## config.mk

```make
export PLATFORM = sky130hd
export DESIGN_NAME = mealy_timed_traffic_ctrl
export DESIGN_NICKNAME = d
export VERILOG_FILES = /design/src/rtl/mealy_timed_traffic_ctrl.sv
export SDC_FILE = /design/constraint.sdc
export NUM_CORES = 1
export LEC_CHECK = 0
export ABC_AREA = 0
export BUFFER_PORTS_ARGS = -buffer_cell sky130_fd_sc_hd__clkbuf_2
export CAP_MARGIN = 20
export CORE_AREA = 5 5 61 63
export CTS_CLUSTER_SIZE = 40
export DETAILED_ROUTE_END_ITERATION = 10
export DIE_AREA = 0 0 66 68
export HOLD_SLACK_MARGIN = 0.12
export SLEW_MARGIN = 20
export SYNTH_ARGS = -nofsm -noshare
export SYNTH_HDL_FRONTEND = slang
export SYNTH_SLANG_ARGS = --single-unit
```

## constraint.sdc

```tcl
create_clock -name clk -period 3.1 [get_ports clk]
set_clock_uncertainty 0.1 [all_clocks]
set_input_delay 0.465 -clock clk [delete_from_list [all_inputs] [get_ports clk]]
set_output_delay 0.465 -clock clk [all_outputs]
set_load 0.005 [all_outputs]
```

## src/rtl/mealy_timed_traffic_ctrl.sv

```systemverilog
// Two-way traffic-light controller with a pedestrian phase and a per-state cycle timer.
// The transition (phase_done) is Mealy; lights follow the state, optionally through one register stage.
module mealy_timed_traffic_ctrl #(
    parameter int T_GREEN  = 8,
    parameter int T_YELLOW = 3,
    parameter int T_CLEAR  = 2,
    parameter int T_WALK   = 6,
    parameter int TW       = 8,
    parameter int REG_OUT  = 0
) (
    input  logic       clk,
    input  logic       reset,
    input  logic       car_ns,
    input  logic       car_ew,
    input  logic       ped_req,
    input  logic       hold,
    output logic [2:0] light_ns,
    output logic [2:0] light_ew,
    output logic       walk,
    output logic       phase_done,
    output logic [2:0] state_out
);

    typedef enum logic [2:0] {
        NS_GREEN  = 3'd0,
        NS_YELLOW = 3'd1,
        CLEAR1    = 3'd2,
        EW_GREEN  = 3'd3,
        EW_YELLOW = 3'd4,
        CLEAR2    = 3'd5,
        WALK      = 3'd6,
        ILLEGAL   = 3'd7
    } state_t;

    localparam logic [2:0] RED = 3'b100;
    localparam logic [2:0] YEL = 3'b010;
    localparam logic [2:0] GRN = 3'b001;

    // Last timer value of each state: a state lasts T cycles when t reaches T-1.
    localparam logic [TW-1:0] G_LAST = TW'(T_GREEN - 1);
    localparam logic [TW-1:0] Y_LAST = TW'(T_YELLOW - 1);
    localparam logic [TW-1:0] C_LAST = TW'(T_CLEAR - 1);
    localparam logic [TW-1:0] W_LAST = TW'(T_WALK - 1);

    state_t        state;
    state_t        state_nxt;
    logic [TW-1:0] t;
    logic          ped_pending;
    logic          take;
    logic [2:0]    ns_c;
    logic [2:0]    ew_c;
    logic          walk_c;
    logic          done_c;

    function automatic logic expired(input logic [TW-1:0] tv, input logic [TW-1:0] last);
        return tv >= last;
    endfunction

    always_comb begin
        state_nxt = state;
        take      = 1'b0;
        if (!hold) begin
            case (state)
                NS_GREEN:  if (expired(t, G_LAST) && (car_ew || ped_pending)) begin
                               state_nxt = NS_YELLOW; take = 1'b1;
                           end
                NS_YELLOW: if (expired(t, Y_LAST)) begin state_nxt = CLEAR1; take = 1'b1; end
                CLEAR1:    if (expired(t, C_LAST)) begin state_nxt = EW_GREEN; take = 1'b1; end
                EW_GREEN:  if (expired(t, G_LAST) && (car_ns || ped_pending)) begin
                               state_nxt = EW_YELLOW; take = 1'b1;
                           end
                EW_YELLOW: if (expired(t, Y_LAST)) begin state_nxt = CLEAR2; take = 1'b1; end
                CLEAR2:    if (expired(t, C_LAST)) begin
                               state_nxt = ped_pending ? WALK : NS_GREEN; take = 1'b1;
                           end
                WALK:      if (expired(t, W_LAST)) begin state_nxt = NS_GREEN; take = 1'b1; end
                default:   ;
            endcase
        end
        // The unused code recovers even while frozen.
        if (state == ILLEGAL) state_nxt = NS_GREEN;
    end

    always_ff @(posedge clk or posedge reset) begin
        if (reset) begin
            state       <= NS_GREEN;
            t           <= '0;
            ped_pending <= 1'b0;
        end else begin
            state <= state_nxt;
            if (state_nxt != state)
                t <= '0;
            else if (!hold && (t != '1))
                t <= t + 1'b1;
            if ((state_nxt == WALK) && (state != WALK))
                ped_pending <= 1'b0;
            else if (ped_req && (state != WALK))
                ped_pending <= 1'b1;
        end
    end

    always_comb begin
        ns_c   = RED;
        ew_c   = RED;
        walk_c = 1'b0;
        case (state)
            NS_GREEN:  ns_c   = GRN;
            NS_YELLOW: ns_c   = YEL;
            EW_GREEN:  ew_c   = GRN;
            EW_YELLOW: ew_c   = YEL;
            WALK:      walk_c = 1'b1;
            default:   ;
        endcase
        done_c = take & ~reset;
    end

    generate
        if (REG_OUT != 0) begin : g_reg_out
            always_ff @(posedge clk or posedge reset) begin
                if (reset) begin
                    light_ns   <= RED;
                    light_ew   <= RED;
                    walk       <= 1'b0;
                    phase_done <= 1'b0;
                end else begin
                    light_ns   <= ns_c;
                    light_ew   <= ew_c;
                    walk       <= walk_c;
                    phase_done <= done_c;
                end
            end
        end else begin : g_comb_out
            assign light_ns   = ns_c;
            assign light_ew   = ew_c;
            assign walk       = walk_c;
            assign phase_done = done_c;
        end
    endgenerate

    assign state_out = state;

endmodule

```

Word level (Yosys, flattened, before mapping)
Cells that the tools add are included.

Register bits: 12. Bits of input ports: 6. Output and inout port bits: 11. Logic and storage cells: 59.

Add/sub/neg operators: 1. $lt $le $gt $ge: 4. Equal/unequal tests: 11. Muxes and demuxes: 25. Bitwise gates (word level): 2. Reduce and logical (&&, ||, !) cells: 13.

Operator list (count): $mux W3 (10); $pmux W3 S7 (1); $ge A8 B3 Y1 const B (2); $mux W8 (2); $eq A3 B3 Y1 const B (5); $pmux W3 S2 (2); $mux W1 (9); $add A8 B1 Y8 const B (1); $ge A8 B1 Y1 const B (1); $ge A8 B2 Y1 const B (1); $ne A8 B8 Y1 const B (1); $eq A3 B2 Y1 const B (2); $logic_and A1 B1 Y1 (5); $pmux W1 S5 (1); $reduce_bool A2 Y1 (2); $reduce_or A2 Y1 (2); $eq A3 B1 Y1 const B (1); $logic_not A3 Y1 (1); $ne A3 B3 Y1 (1); $ne A3 B3 Y1 const B (1); $logic_or A1 B1 Y1 (2); $and A1 B1 Y1 (1); $logic_not A1 Y1 (1); $not A1 Y1 (1).

Depth between registers and ports, before layout
Depth after elaboration: 9. Mapped depth: 7. Depth with buffers taken out: 7.

Worst setup path after synthesis
Ideal clock, no wire load.

Path kind: flip-flop to output port. From: register t[1]. To: output phase_done. Data arrival time: 2087 ps. Setup slack: 448 ps. Stages on the path, launching flop included: 8. Cells stage by stage: dfrtp_1 > inv_1 > ha_1 > or3b_1 > a32o_1 > or4_4 > a211oi_1 > nor4_1.

Word-level cells in the longest chain between the ends: 6. Elaborated cells on any way between the ends: 14. Those cells by class: order compare (4); mux (7); bitwise (1); reduce/logical (2).

RTL lines: from (decl) (line 47) `logic [TW-1:0] t;`; from (signal assigned) (line 94) `t <= t + 1'b1;`; $ge A8 B3 Y1 (line 56) `return tv >= last;`; $logic_and A1 B1 Y1 (on tied branches) (line 69, 64); $mux W1 (on tied branches) (line 69, 64); $pmux W1 S5 * (line 63) `case (state)`; $mux W1 * (line 62) `if (!hold) begin`; $and A1 B1 Y1 * (line 114) `done_c = take & ~reset;`; to (decl) (line 20) `output logic phase_done,`.

Mark *: on every way between the ends. The rest lies on a longest branch, timed or not.

Final worst setup path
From: register t[0]. To: output phase_done.

Same word-level chain as after synthesis.

==> summary.md <==
| Metric | Value |
|---|---|
| Post-Syn Instances | `131` |
| Cell area after synthesis | `about 0.0011 mm^2` |
| Max cap viols | `0` |
| Largest family of logic cells by synthesized area | `simple AND/OR/NAND/NOR gates` |
| Share of the synthesized area in the top cell type | `between 20 and 30%` |
| Post-synthesis simple-gate area fraction | `a little under a third` |
| CTS root buf | `clkbuf_4` |
| Worst-path clk slew | `0.08 ns` |
| Post-DP HPWL | `2233 um` |
| RR Endpoint | `t[3]$_DFFE_PP0P_` |
| Worst EP arrival | `between 2 and 2.5 ns` |
| Clock tree from TritonCTS | `done` |
| Rel. slew slack | `approximately 60%` |
| Area of the multi-input gates | `724.4 um^2` |
| H-tree depth reported by CTS | `1` |
| DRT Wirelength | `2842 um` |
| Residual DRC | `0` |
| Largest net degree at the start of global routing | `13` |
| Hold path start | `ped_req` |
| GRT overflow | `0` |
| Placement Cell Area | `0.001214 mm^2` |
| N_diodes | `0` |
| Antenna-violating nets left | `0` |
| Number of synthesized register bits | `12` |
| Adder-Cell Fraction of Synth Area | `4.734%` |
| Post-synth cell types | `between 40 and 50` |
| Final WS setup | `between 0.15 and 0.2 ns` |
| Total CTS buffers | `3` |
| Initial antenna violation count | `0` |
| Period minus WS final | `2.932 ns` |
| Overall via count from detail_route | `1105` |
| Sequential area share after synthesis | `28.40%` |
| Synth top area cells | `dfrtp_1 28%, nor3_1 5.7%, nor2_1 5.7%, ha_1 4.7%, inv_1 3.9%` |
| Fin Setup TNS | `0 ns` |
| HP Class | `input port to register` |
| First-pass GRT wire length | `4926 um` |
| Row cnt | `21` |
| Place WS | `around 0.21 ns` |
| Vias in the first global route | `1091` |
| Die W | `around 66 um` |
| Status | `complete, no violations` |
| Ys Warns | `0` |
| FFs w/ async S/R, synth | `100.0%` |
| Synth Area in Compound Gates | `24.50%` |
| Routability cong. | `0.8168` |
| Layout cells sized above 1 | `about 24%` |
| Crit-path cells | `ha_1, or3b_1, a32o_1, or4_4, a211oi_2, nor4_1, clkbuf_2` |
| Iter 0 DRT Violations | `between 90 and 100` |
| RSZ-0062 raised after global routing | `false` |
| Post-synthesis average cell area | `8.071 um^2` |
| Slowest stage delay, CP | `0.45 ns` |
| Die Y | `around 68 um` |
| Number of vias per cell | `roughly 5.4` |
| Clock sinks | `12` |
| Post-route cell area | `0.001310 mm^2` |
| Nets | `about 170` |
| Max IR drop VDD | `0.2578 mV` |
| Setup Crit Path Kind | `register to output pin` |
| Clock Latency Late Sink | `0.27 ns` |
| Starting Density | `approximately 33%` |
| Setup violations, final | `0` |
| Crit path max fanout | `4` |
| Area grow syn2layout | `23.91%` |
| Die area | `0.004488 mm^2` |
| Storage cell area | `300.3 um^2` |
| Peak Freq | `341.0 MHz` |
| PwrDens | `762.5 mW/mm^2` |
| CP max-delay cell | `or4_4` |
| Worst Path Required | `2.53 ns` |
| CORE AREA | `0.003179 mm^2` |
| Area leader, netlist | `dfrtp_1` |
| Gr usage total | `13.68%` |
| Period utilization | `~95%` |
| Crit Reg-Reg Startpoint | `t[0]$_DFFE_PP0P_` |
| Mapped Nets | `between 100 and 150` |
| IO Pins | `17` |
| Slew of the pin with the lowest slew margin | `0.5974 ns` |
| Synth Area in XOR/XNOR | `6.627%` |
| Mux cell area share after synthesis | `0%` |
| CTS max path bufs | `2` |
| Flop-to-flop setup slack | `0.36 ns` |
| Reg2Reg Depth | `7` |
| # fillers | `324` |
| Buf/Inv on CP | `1` |
| Startpoint class of the critical path | `register` |
| Most used DFF post-synth | `dfrtp_1` |
| Leakage | `about 0.00060 uW` |
| DRT Pass-1 Iters | `4` |
| Drt wl/cell | `14.00 um` |
| Post-synth EDFFs | `0` |
| Final hold vios | `0` |
| Top Family by Delay on Critical Path | `simple AND/OR/NAND/NOR gates` |
| Hold Crit Depth | `3` |
| PortBufs | `16` |
| Pins over their slew limit | `0` |
| WHS Endpoint | `ped_pending$_DFFE_PP0P_` |
| Setup crit end kind | `output pin` |
==> report_power, final <==
part / leakage (uW) / total (uW) / internal (uW) / switching, uW
Sequential: 0.000153 / 237 / 189 / 47.8
Clock: 0.0000210 / 119 / 71.3 / 47.7
Combinational: 0.000426 / 643 / 289 / 355
==> how the worst max path moves through the flow <==
stage                           from         end  slack, ns  depth (start not counted)
detailed placement  t[1]$_DFFE_PP0P_  phase_done       0.21                          8
CTS                 t[0]$_DFFE_PP0P_  phase_done      0.007                          8
global route        t[0]$_DFFE_PP0P_  phase_done      0.005                          8
floorplan           t[1]$_DFFE_PP0P_  phase_done       0.45                          7
finish              t[0]$_DFFE_PP0P_  phase_done       0.17                          7
global placement    t[1]$_DFFE_PP0P_  phase_done       0.26                          8
==> per-stage QoR <==
| step | power (uW) | utilization (%) | instances | hold slack [ns] |
|---|---|---|---|---|
| final | 998.9 | 41.20 | 203 | 0.4748 |
| after global placement | 802.8 | 38.17 | 194 | 0.3781 |
| after floorplan | 642.9 | - | 131 | 0.2297 |
| after global routing | 1094 | 41.20 | 203 | 0.5220 |
| after CTS | 966.2 | 40.26 | 201 | 0.4745 |
| after detailed placement | 817.3 | 38.17 | 194 | 0.3882 |
==> Yosys cell counts, types with 4 or more instances <==
master,number
a211oi_1,4
dfrtp_1,12
ha_1,4
inv_1,11
nand2_1,8
nand3_1,5
nor2_1,16
nor3_1,12
xnor2_1,4
xor2_1,4
==> worst register-to-register path, delay by kind of cell, from the launching register on <==
kind                       cells  cell delay (ns)
buffers and inverters          1             0.16
and+or+nand+nor                3             0.91
AOI/OAI and AO/OA              2             0.79
DFF                            1             0.41
adders and majority gates      1             0.24
==> state kept, by name (all words and copies together), names as in the netlist <==
name and cells:
ped_pending 1, state_out 3, t 8
==> routing by layer <==
metal	share of wire, %	vias to the layer above	GRT usage [%]
li1	-	538	-
met5	0	-	0
met1	48	527	18.04
met2	46	38	23.03
met4	0.42	0	4.315
met3	5.8	2	2.135
==> cells by family after synthesis <==
logic type,count (synthesis)
flip-flops,12
adder cells (fa/ha/maj),4
XOR/XNOR,8
buffers and inverters,14
AO/OA/AOI/OAI,31
AND/OR/NAND/NOR,62
==> repair_timing <==
item | 4_1_cts | 5_1_grt
endpoints found under the hold margin | 12 | 0
endpoints found under the setup margin | 1 | 1
setup buffers | 2 | 2
pin swaps | 0 | 2
resized for setup | 1 | 5
hold buffers | 1 | 0
==> layout by cell type, fill, tap and decap left out, drive strengths merged, types with 2 or more instances in the layout <==
| master | count |
|---|---|
| and3 | 2 |
| nor3b | 2 |
| xor2 | 4 |
| nor3 | 12 |
| dfrtp | 12 |
| buf | 8 |
| xnor2 | 4 |
| or3 | 3 |
| inv | 11 |
| o221ai | 2 |
| a22oi | 2 |
| o21ai | 3 |
| nand2b | 2 |
| nand2 | 8 |
| a211o | 2 |
| nor2 | 16 |
| nor4 | 2 |
| clkbuf | 20 |
| a21oi | 2 |
| nand3 | 5 |
| nor2b | 3 |
| a22o | 2 |
| a31oi | 3 |
| ha | 4 |
| a211oi | 4 |
| o211a | 2 |
==> cell type report <==
| type | instances | share of cell area [%] |
|---|---|---|
| well taps | 46 | 4.393 |
| repair buffers | 25 | 11.46 |
| flip-flops and latches | 12 | 22.92 |
| inverters | 11 | 3.152 |
| multi-input cells | 105 | 55.30 |
| clock buffers | 4 | 2.770 |
(Power assumes the default switching activity.)
